==> src/rtl/ldpc_decode_if.sv <==
// rtl/ldpc_decode_if.sv - codeword-in / info-bits-out stream pair for the LDPC decoder
// The slave side is the decoder; the master side is whatever feeds and drains it.
interface ldpc_decode_if;
  logic in_startofpacket;
  logic in_endofpacket;
  logic in_valid;
  logic in_ready;
  logic in_in_data;
  logic out_startofpacket;
  logic out_endofpacket;
  logic out_valid;
  logic out_ready;
  logic out_out_data;
  logic out_error;

  modport master (
    output in_startofpacket, in_endofpacket, in_valid, in_in_data, out_ready,
    input  in_ready, out_startofpacket, out_endofpacket, out_valid, out_out_data, out_error
  );

  modport slave (
    input  in_startofpacket, in_endofpacket, in_valid, in_in_data, out_ready,
    output in_ready, out_startofpacket, out_endofpacket, out_valid, out_out_data, out_error
  );
endinterface

==> src/rtl/ldpc_decode.sv <==
// rtl/ldpc_decode.sv - hard-decision bit-flipping decoder for the (8,4) systematic LDPC code
// Collects c0..c7 serially, flips max-unsatisfied bits once per cycle, then serialises d0..d3.
module ldpc_decode #(
  parameter int MAX_ITER = 4
) (
  input  logic         clk_clk,
  input  logic         reset_reset,
  ldpc_decode_if.slave bus
);
  typedef enum logic [1:0] {IDLE, COLLECT, DECODE, OUTPUT} state_t;
  localparam logic [2:0] MAX_ITER_C = 3'(MAX_ITER);

  state_t     state_q, state_d;
  logic [7:0] cw_q, cw_d;
  logic [2:0] idx_q, idx_d;
  logic [2:0] iter_q, iter_d;
  logic [1:0] oidx_q, oidx_d;
  logic       err_flag_q, err_flag_d;
  logic       in_ready_q, in_ready_d;
  logic       out_valid_q, out_valid_d;
  logic       out_data_q, out_data_d;
  logic       out_sop_q, out_sop_d;
  logic       out_eop_q, out_eop_d;
  logic       out_err_q, out_err_d;

  logic [3:0]      syn;
  logic [7:0][1:0] u;
  logic [1:0]      u_max;
  logic [7:0]      flip;
  logic            accept;
  logic            out_fire;
  logic [1:0]      oidx_nxt;

  assign syn[0] = cw_q[0] ^ cw_q[1] ^ cw_q[2] ^ cw_q[4];
  assign syn[1] = cw_q[1] ^ cw_q[2] ^ cw_q[3] ^ cw_q[5];
  assign syn[2] = cw_q[0] ^ cw_q[1] ^ cw_q[3] ^ cw_q[6];
  assign syn[3] = cw_q[0] ^ cw_q[2] ^ cw_q[3] ^ cw_q[7];

  // Only consulted when the syndrome is nonzero, so u_max is always at least 1 there.
  always_comb begin
    u[0] = 2'(syn[0]) + 2'(syn[2]) + 2'(syn[3]);
    u[1] = 2'(syn[0]) + 2'(syn[1]) + 2'(syn[2]);
    u[2] = 2'(syn[0]) + 2'(syn[1]) + 2'(syn[3]);
    u[3] = 2'(syn[1]) + 2'(syn[2]) + 2'(syn[3]);
    u[4] = 2'(syn[0]);
    u[5] = 2'(syn[1]);
    u[6] = 2'(syn[2]);
    u[7] = 2'(syn[3]);
    u_max = '0;
    for (int j = 0; j < 8; j++) begin
      if (u[j] > u_max) u_max = u[j];
    end
    for (int j = 0; j < 8; j++) begin
      flip[j] = (u[j] == u_max);
    end
  end

  assign accept   = bus.in_valid & in_ready_q;
  assign out_fire = out_valid_q & bus.out_ready;
  assign oidx_nxt = oidx_q + 2'd1;

  always_comb begin
    state_d     = state_q;
    cw_d        = cw_q;
    idx_d       = idx_q;
    iter_d      = iter_q;
    oidx_d      = oidx_q;
    err_flag_d  = err_flag_q;
    out_valid_d = out_valid_q;
    out_data_d  = out_data_q;
    out_sop_d   = out_sop_q;
    out_eop_d   = out_eop_q;
    out_err_d   = out_err_q;
    case (state_q)
      IDLE: begin
        if (accept && bus.in_startofpacket) begin
          cw_d[0] = bus.in_in_data;
          idx_d   = 3'd1;
          state_d = COLLECT;
        end
      end
      COLLECT: begin
        if (accept) begin
          if (bus.in_startofpacket) begin
            cw_d[0] = bus.in_in_data;
            idx_d   = 3'd1;
          end else if (idx_q == 3'd7) begin
            cw_d[7] = bus.in_in_data;
            iter_d  = '0;
            state_d = DECODE;
          end else if (bus.in_endofpacket) begin
            state_d = IDLE;
          end else begin
            cw_d[idx_q] = bus.in_in_data;
            idx_d       = idx_q + 3'd1;
          end
        end
      end
      DECODE: begin
        if (syn == 4'd0 || iter_q == MAX_ITER_C) begin
          err_flag_d  = (syn != 4'd0);
          oidx_d      = '0;
          out_valid_d = 1'b1;
          out_data_d  = cw_q[0];
          out_sop_d   = 1'b1;
          out_eop_d   = 1'b0;
          out_err_d   = 1'b0;
          state_d     = OUTPUT;
        end else begin
          cw_d   = cw_q ^ flip;
          iter_d = iter_q + 3'd1;
        end
      end
      OUTPUT: begin
        if (out_fire) begin
          if (oidx_q == 2'd3) begin
            out_valid_d = 1'b0;
            out_data_d  = 1'b0;
            out_sop_d   = 1'b0;
            out_eop_d   = 1'b0;
            out_err_d   = 1'b0;
            state_d     = IDLE;
          end else begin
            oidx_d     = oidx_nxt;
            out_data_d = cw_q[{1'b0, oidx_nxt}];
            out_sop_d  = 1'b0;
            out_eop_d  = (oidx_nxt == 2'd3);
            out_err_d  = (oidx_nxt == 2'd3) & err_flag_q;
          end
        end
      end
      default: state_d = IDLE;
    endcase
    in_ready_d = (state_d == IDLE) || (state_d == COLLECT);
  end

  always_ff @(posedge clk_clk or posedge reset_reset) begin
    if (reset_reset) begin
      state_q     <= IDLE;
      cw_q        <= '0;
      idx_q       <= '0;
      iter_q      <= '0;
      oidx_q      <= '0;
      err_flag_q  <= 1'b0;
      in_ready_q  <= 1'b0;
      out_valid_q <= 1'b0;
      out_data_q  <= 1'b0;
      out_sop_q   <= 1'b0;
      out_eop_q   <= 1'b0;
      out_err_q   <= 1'b0;
    end else begin
      state_q     <= state_d;
      cw_q        <= cw_d;
      idx_q       <= idx_d;
      iter_q      <= iter_d;
      oidx_q      <= oidx_d;
      err_flag_q  <= err_flag_d;
      in_ready_q  <= in_ready_d;
      out_valid_q <= out_valid_d;
      out_data_q  <= out_data_d;
      out_sop_q   <= out_sop_d;
      out_eop_q   <= out_eop_d;
      out_err_q   <= out_err_d;
    end
  end

  assign bus.in_ready          = in_ready_q;
  assign bus.out_valid         = out_valid_q;
  assign bus.out_out_data      = out_data_q;
  assign bus.out_startofpacket = out_sop_q;
  assign bus.out_endofpacket   = out_eop_q;
  assign bus.out_error         = out_err_q;
endmodule

==> src/flat_wrapper.sv <==
// flat-port wrapper written by rule: the top's interface ports become plain ports
module ldpc_decode_flat 
#(
  parameter int MAX_ITER = 4
)
  (clk_clk, reset_reset, bus_in_startofpacket, bus_in_endofpacket, bus_in_valid, bus_in_in_data, bus_out_ready, bus_in_ready, bus_out_startofpacket, bus_out_endofpacket, bus_out_valid, bus_out_out_data, bus_out_error);
  ldpc_decode_if bus_i ();
  input  logic clk_clk;
  input  logic reset_reset;
  input wire logic [$bits(bus_i.in_startofpacket)-1:0] bus_in_startofpacket;
  input wire logic [$bits(bus_i.in_endofpacket)-1:0] bus_in_endofpacket;
  input wire logic [$bits(bus_i.in_valid)-1:0] bus_in_valid;
  input wire logic [$bits(bus_i.in_in_data)-1:0] bus_in_in_data;
  input wire logic [$bits(bus_i.out_ready)-1:0] bus_out_ready;
  output wire logic [$bits(bus_i.in_ready)-1:0] bus_in_ready;
  output wire logic [$bits(bus_i.out_startofpacket)-1:0] bus_out_startofpacket;
  output wire logic [$bits(bus_i.out_endofpacket)-1:0] bus_out_endofpacket;
  output wire logic [$bits(bus_i.out_valid)-1:0] bus_out_valid;
  output wire logic [$bits(bus_i.out_out_data)-1:0] bus_out_out_data;
  output wire logic [$bits(bus_i.out_error)-1:0] bus_out_error;
  assign bus_i.in_startofpacket = bus_in_startofpacket;
  assign bus_i.in_endofpacket = bus_in_endofpacket;
  assign bus_i.in_valid = bus_in_valid;
  assign bus_i.in_in_data = bus_in_in_data;
  assign bus_i.out_ready = bus_out_ready;
  assign bus_in_ready = bus_i.in_ready;
  assign bus_out_startofpacket = bus_i.out_startofpacket;
  assign bus_out_endofpacket = bus_i.out_endofpacket;
  assign bus_out_valid = bus_i.out_valid;
  assign bus_out_out_data = bus_i.out_out_data;
  assign bus_out_error = bus_i.out_error;
  ldpc_decode #(.MAX_ITER(MAX_ITER)) u_core (.clk_clk(clk_clk), .reset_reset(reset_reset), .bus(bus_i));
endmodule
==> config.mk <==
export PLATFORM = sky130hd
export DESIGN_NAME = ldpc_decode_flat
export DESIGN_NICKNAME = d
export VERILOG_FILES = /design/src/rtl/ldpc_decode_if.sv /design/src/rtl/ldpc_decode.sv /design/src/flat_wrapper.sv
export SDC_FILE = /design/constraint.sdc
export NUM_CORES = 1
export LEC_CHECK = 0
export ABC_AREA = 0
export BUFFER_PORTS_ARGS = -buffer_cell sky130_fd_sc_hd__buf_2
export CAP_MARGIN = 20
export CORE_ASPECT_RATIO = 1.25
export CORE_MARGIN = 8
export CORE_UTILIZATION = 35
export DETAILED_ROUTE_END_ITERATION = 16
export PLACE_DENSITY = 0.5
export SLEW_MARGIN = 20
export SYNTH_ARGS = -nofsm -noshare
export SYNTH_HDL_FRONTEND = slang
export SYNTH_SLANG_ARGS = --single-unit
==> constraint.sdc <==
create_clock -name clk_clk -period 23.5 [get_ports clk_clk]
set_input_delay 1.175 -clock clk_clk [delete_from_list [all_inputs] [get_ports clk_clk]]
set_output_delay 1.175 -clock clk_clk [all_outputs]
set_load 0.01 [all_outputs]
== Word level (Yosys, flattened, before mapping) ==
Cells that the tools add are included.

* Input port bits: 7
* Register bits: 25
* Word-level logic and storage cells: 165
* Output and inout bits: 6

* Add/subtract/negate cells: 10
* Muxes and demuxes: 64
* Eq/ne operators: 30
* $lt $le $gt $ge: 11
* Bitwise logic cells: 15
* Reductions and logical operators: 21

{| class="wikitable"
|+ Operator list
! kind !! count
|-
| $mux W2 || 19
|-
| $mux W3 || 9
|-
| $mux W8 || 3
|-
| $mux W1 || 17
|-
| $reduce_and A5 Y1 || 3
|-
| $mux W7 || 2
|-
| $pmux W7 S2 || 1
|-
| $ne A2 B1 Y1 const B || 6
|-
| $pmux W3 S2 || 2
|-
| $reduce_and A6 Y1 || 2
|-
| $xor A1 B1 Y1 || 11
|-
| $ne A2 B2 Y1 const B || 5
|-
| $pmux W1 S2 || 5
|-
| $add A2 B1 Y2 || 4
|-
| $bwmux W8 || 1
|-
| $eq A1 B2 Y1 || 4
|-
| $eq A2 B2 Y1 || 4
|-
| $eq A2 B2 Y1 const B || 4
|-
| $gt A1 B2 Y1 || 4
|-
| $pmux W2 S4 || 1
|-
| $reduce_and A4 Y1 || 2
|-
| $xor A8 B8 Y8 || 1
|-
| $add A1 B1 Y2 || 3
|-
| $add A3 B1 Y3 const B || 2
|-
| other kinds (24) || 36
|}

== Longest topological paths before layout ==
* Word-level depth: 25
* Depth in mapped cells: 43
* Mapped depth without buffers: 42

== Least setup slack after synthesis ==
No wires, ideal clock.

* Kind: reg2reg
* Start: register u_core.cw_q[0]
* End: register u_core.cw_q[4]
* Buffers on the path: 1
* Cell stages (with the launch flop): 41
* Library setup time: 126 ps
* Clock period less this slack: 8082 ps
* Setup slack: 15418 ps
* Required time: 23374 ps
* Arrival time: 7956 ps
* Cells stage by stage: dfrtp_1 > buf_4 > xnor3_1 > xor2_2 > inv_1 > fa_1 > ha_1 > inv_1 > o22ai_1 > mux2_2 > ha_1 > nand2b_1 > nand2_1 > nand2_1 > nand2_1 > ha_1 > inv_1 > o22ai_1 > [... 5 more ...] > mux2_2 > ha_1 > nor2_1 > o21ai_0 > and3_1 > a21oi_1 > and2_1 > inv_1 > ha_1 > nor2_1 > a21oi_1 > a31oi_1 > ha_1 > o32ai_2 > nand2_2 > nand2_2 > xor3_1 > a221o_1

* Cells in the longest elaborated chain, start to end: 25
* Elaborated cells between the ends (all ways): 39
* Those cells by class: 7 x add/sub; 8 x order compare; 2 x eq/ne; 10 x mux; 9 x bitwise; 3 x reduce/logical

{| class="wikitable"
|+ RTL lines
! item !! RTL line !! source
|-
| start, declared || ldpc_decode.sv:14 || <nowiki>logic [7:0] cw_q, cw_d;</nowiki>
|-
| start signal, assigned || ldpc_decode.sv:153 || <nowiki>cw_q <= cw_d;</nowiki>
|-
| $xor A1 B1 Y1 || ldpc_decode.sv:34, ldpc_decode.sv:36 ||
|-
| $xor A1 B1 Y1 (on tied branches) (2 in a row) || ldpc_decode.sv:34, ldpc_decode.sv:36 ||
|-
| $add A1 B1 Y2 || ldpc_decode.sv:41 || <nowiki>u[0] = 2'(syn[0]) + 2'(syn[2]) + 2'(syn[3]);</nowiki>
|-
| $add A2 B1 Y2 || ldpc_decode.sv:41 ||
|-
| $gt A2 B1 Y1 || ldpc_decode.sv:51 || <nowiki>if (u[j] > u_max) u_max = u[j];</nowiki>
|-
| $mux W2 || ldpc_decode.sv:51 ||
|-
| $gt A2 B2 Y1 || ldpc_decode.sv:51 ||
|-
| $mux W2 || ldpc_decode.sv:51 ||
|-
| [... 8 more ...] || n/a ||
|-
| $gt A1 B2 Y1 || ldpc_decode.sv:51 ||
|-
| $mux W2 || ldpc_decode.sv:51 ||
|-
| $gt A1 B2 Y1 || ldpc_decode.sv:51 ||
|-
| $mux W2 || ldpc_decode.sv:51 ||
|-
| $eq A1 B2 Y1 || ldpc_decode.sv:54 || <nowiki>flip[j] = (u[j] == u_max);</nowiki>
|-
| $xor A8 B8 Y8 || ldpc_decode.sv:110 || <nowiki>cw_d = cw_q ^ flip;</nowiki>
|-
| $mux W8 || ldpc_decode.sv:100 || <nowiki>if (syn == 4'd0 || iter_q == MAX_ITER_C) begin</nowiki>
|-
| $pmux W7 S2 || ldpc_decode.sv:74 || <nowiki>case (state_q)</nowiki>
|}

Parallel ways exist; a longest one is shown, timed or not. The select of a mux whose other input is x is not followed.
A chain may end at the register's enable or synchronous reset.

== Worst setup path in the final report ==
* Start: register u_core.cw_q[0]
* End: register u_core.cw_q[0]

* Cells in the longest elaborated chain, start to end: 25
* Elaborated cells between the ends (all ways): 44
* Those cells by class: 7 x add/sub; 8 x order compare; 2 x eq/ne; 15 x mux; 9 x bitwise; 3 x reduce/logical

{| class="wikitable"
|+ RTL lines
! item !! RTL line
|-
| $xor A1 B1 Y1 || ldpc_decode.sv:34, ldpc_decode.sv:36
|-
| $xor A1 B1 Y1 (on tied branches) (2 in a row) || ldpc_decode.sv:34, ldpc_decode.sv:36
|-
| $add A1 B1 Y2 || ldpc_decode.sv:41
|-
| $add A2 B1 Y2 || ldpc_decode.sv:41
|-
| $gt A2 B1 Y1 || ldpc_decode.sv:51
|-
| $mux W2 || ldpc_decode.sv:51
|-
| $gt A2 B2 Y1 || ldpc_decode.sv:51
|-
| $mux W2 || ldpc_decode.sv:51
|-
| [... 8 more ...] || n/a
|-
| $gt A1 B2 Y1 || ldpc_decode.sv:51
|-
| $mux W2 || ldpc_decode.sv:51
|-
| $gt A1 B2 Y1 || ldpc_decode.sv:51
|-
| $mux W2 || ldpc_decode.sv:51
|-
| $eq A2 B2 Y1 || ldpc_decode.sv:54
|-
| $xor A8 B8 Y8 || ldpc_decode.sv:110
|-
| $mux W8 || ldpc_decode.sv:100
|-
| $pmux W1 S3 || ldpc_decode.sv:74
|}

Parallel ways exist; a longest one is shown, timed or not. The select of a mux whose other input is x is not followed.

==> impl_metrics.py <==
metrics = {
    "route": {
        "wire_per_inst_um": 16.1,
        "dr_total_vias": 2147,
        "dr.pass1.iters": 4,
        "drtIter0Drc": 124,
        "routed_wirelength_um": 6450,
        "drc_errors": 0,
        "ant_nets": 0,
        "via_per_inst": 5.37,
    },
    "synthesis": {
        "ys_top_cells_by_area": "dfrtp_1 24%, ha_1 12%, nand2_1 5.6%",
        "synthCells": 305,
        "synth_top_area_share_pct": 24.1,
        "synth_seq_cells": 25,
        "ys_seq_area_share_pct": 24.1,
        "synth.distinct_cells": 60,
        "syn_avg_cell_area_um2": 8.52,
        "async_reset_ff_share_pct": 100,
        "syn_area_um2": 2600,
        "yosysWarnings": 0,
        "synth_edf_count": 0,
        "synth-main-ff-cell": "dfrtp_1",
        "synth_nets": 341,
        "synth_top_area_cell": "dfrtp_1",
    },
    "status": {
        "status": "complete, no violations",
    },
    "global_route": {
        "grt-ovfl-total": 0,
        "grt_usage_pct": 12.9,
        "grt_pass1_vias": 2248,
        "grt_max_degree": 26,
        "grt_pass1_wl_um": 11100,
        "antenna_found_initial": 0,
    },
    "clock_network": {
        "post_cts_buffers": 0,
        "cts.sinks": 25,
        "cts_resized": 0,
        "cts_tree": "done",
        "clkLatencyLatePin_ns": 0.27,
        "root_buffer": "clkbuf_8",
        "postCtsHoldBufs": 0,
        "path_clk_slew_ns": 0.10,
        "numCtsBuffers": 3,
        "htree_levels": 1,
        "clockBufferDepth": 2,
    },
    "sta": {
        "finalSetupViolCount": 0,
        "fmax_ghz": 0.109,
        "final_hold_viol_count": 0,
        "grt_setup_unrepaired": "false",
        "fin_crit_ns": 9.21,
        "worst_pin_slew_ns": 0.667,
        "fin_skew_ns": 0.00331,
        "slew_headroom_pct": 55.1,
        "fin_hold_ws_ns": 0.482,
        "setup_tns_ns": 0,
        "min_period_over_period_pct": 39.2,
        "slew_violations": 0,
    },
    "worst_setup_path": {
        "cpPeakStageDelay_ns": 0.59,
        "startpoint_type": "register",
        "cp_max_fo": 9,
        "critical_path.most_common_cell": "ha_1",
        "r2r_start": "u_core.cw_q[0]",
        "crit_arrival_ns": 9.36,
        "worst_ep_required_time_ns": 23.65,
        "endpoint_kind": "register",
        "r2r_setup_slack_ns": 14.29,
        "cp_slowest_cell": "fa_1",
        "crit_type": "reg -> reg",
        "crit_path_start": "u_core.cw_q[0]",
    },
    "die": {
        "io_pins": 13,
        "die_area_um2": 10500,
        "fp.dieW_um": 93.1,
        "core-area_um2": 7270,
        "initial_utilization_pct": 35.7,
        "num_rows": 35,
        "die_height_um": 112,
    },
    "final_layout": {
        "areaGrowthSynthToFinish_pct": 6.55,
        "drive_gt1_share_pct": 11.4,
        "antennaDiodeCount": 0,
        "final_cells": 400,
        "nNetsFinal": 345,
    },
    "min_path": {
        "hp-class": "reg -> reg",
        "min_from": "u_core.bus.out_startofpacket",
    },
    "placement": {
        "gp_congestion": 0.793,
        "place_inst": 396,
        "dp_hpwl_um": 5030,
        "port-buffer-count": 12,
    },
    "run": {
        "drv_cap": 0,
    },
}
worst paths after layout:
| kind | to | depth (start not counted) |
|---|---|---|
| worst min-delay path | u_core.bus.out_startofpacket | 1 |
| worst max register to register | u_core.cw_q[0] | 40 |
| worst max-delay path | u_core.cw_q[0] | 40 |
| worst min register to register | u_core.bus.out_startofpacket | 1 |
| max in group asynchronous | u_core.cw_q[0] | 2 |
| min in group asynchronous | u_core.state_q[1] | 2 |
flip-flops by register name, summed over array words and instances, names as in the netlist:
signal                        count
u_core.bus.in_ready               1
u_core.bus.out_endofpacket        1
u_core.bus.out_error              1
u_core.bus.out_out_data           1
u_core.bus.out_startofpacket      1
u_core.bus.out_valid              1
u_core.cw_q                       8
u_core.err_flag_q                 1
u_core.idx_q                      3
u_core.iter_q                     3
u_core.oidx_q                     2
u_core.state_q                    2
logic make-up after synthesis:
family | count (synthesis) | share of synthesized area, %
flops | 25 | 24.1
compound gates | 78 | 21.8
simple gates | 107 | 18.9
mux | 9 | 4.38
xor+xnor | 19 | 9.97
fa+ha+maj | 29 | 15.1
buf+inv | 38 | 5.73
layout by cell type (no fill, tap or decap), drive strengths merged, types with 5 or more instances in the layout:
master,count
nand2,41
nor2,28
ha,25
dfrtp,25
inv,24
o21ai,21
buf,13
a21oi,12
nand3,10
xnor2,9
mux2,6
nor3,6
xor2,6
nand2b,5
final cells by class:
class	count	area, um^2
fillers	788	4500
multi-input cells	242	1820
flip-flops and latches	25	626
well taps	92	115
inverters	24	90.1
repair buffers	13	67.6
clock buffers	3	41.3
clock inverters	1	5.00
cells in the mapped netlist (3+ instances only):
cell and count:
fa_1 4, nor2_1 28, o22ai_1 4, clkbuf_1 11, ha_1 25, inv_1 24, and2_1 3, a21oi_1 12
nand2_1 39, nand3_1 10, o31ai_1 3, o21ai_0 21, nand2b_1 4, xnor2_1 8, a32oi_1 3, dfrtp_1 25
xor2_1 4, a31oi_1 4, nor3_1 6, a22o_1 3, a21o_1 3, mux2_2 6, and3_1 4, nor2b_1 4
critical path: cells and delay by family (launching register included):
kind / cells / cell delay (ns)
mux: 2 / 0.70
buf+inv: 4 / 0.29
fa+ha+maj: 8 / 2.48
xor+xnor: 2 / 0.94
simple gates: 13 / 2.04
flops: 1 / 0.51
compound gates: 11 / 2.13
per-layer routing:
metal | part of all wire (%) | GRT usage [%] | vias to the layer above
li1 | - | - | 1085
met1 | 46 | 16.3 | 1032
met2 | 51 | 22.4 | 28
met3 | 2.4 | 1.13 | 2
met4 | 0.84 | 3.77 | 0
met5 | 0 | 0 | -
through the flow:
step / setup WS (ns) / utilization [%] / cell area, um^2
after floorplan: 15.42 / - / 2600
after global placement: 14.49 / 37.4 / 2720
after detailed placement: 14.38 / 37.4 / 2720
after CTS: 14.34 / 38.1 / 2770
after global routing: 13.50 / 38.1 / 2770
final: 14.29 / 38.1 / 2770
Power is left out: the tool's default activity adds up to more than one toggle a clock period on the data nets, which glitch-free logic cannot reach.
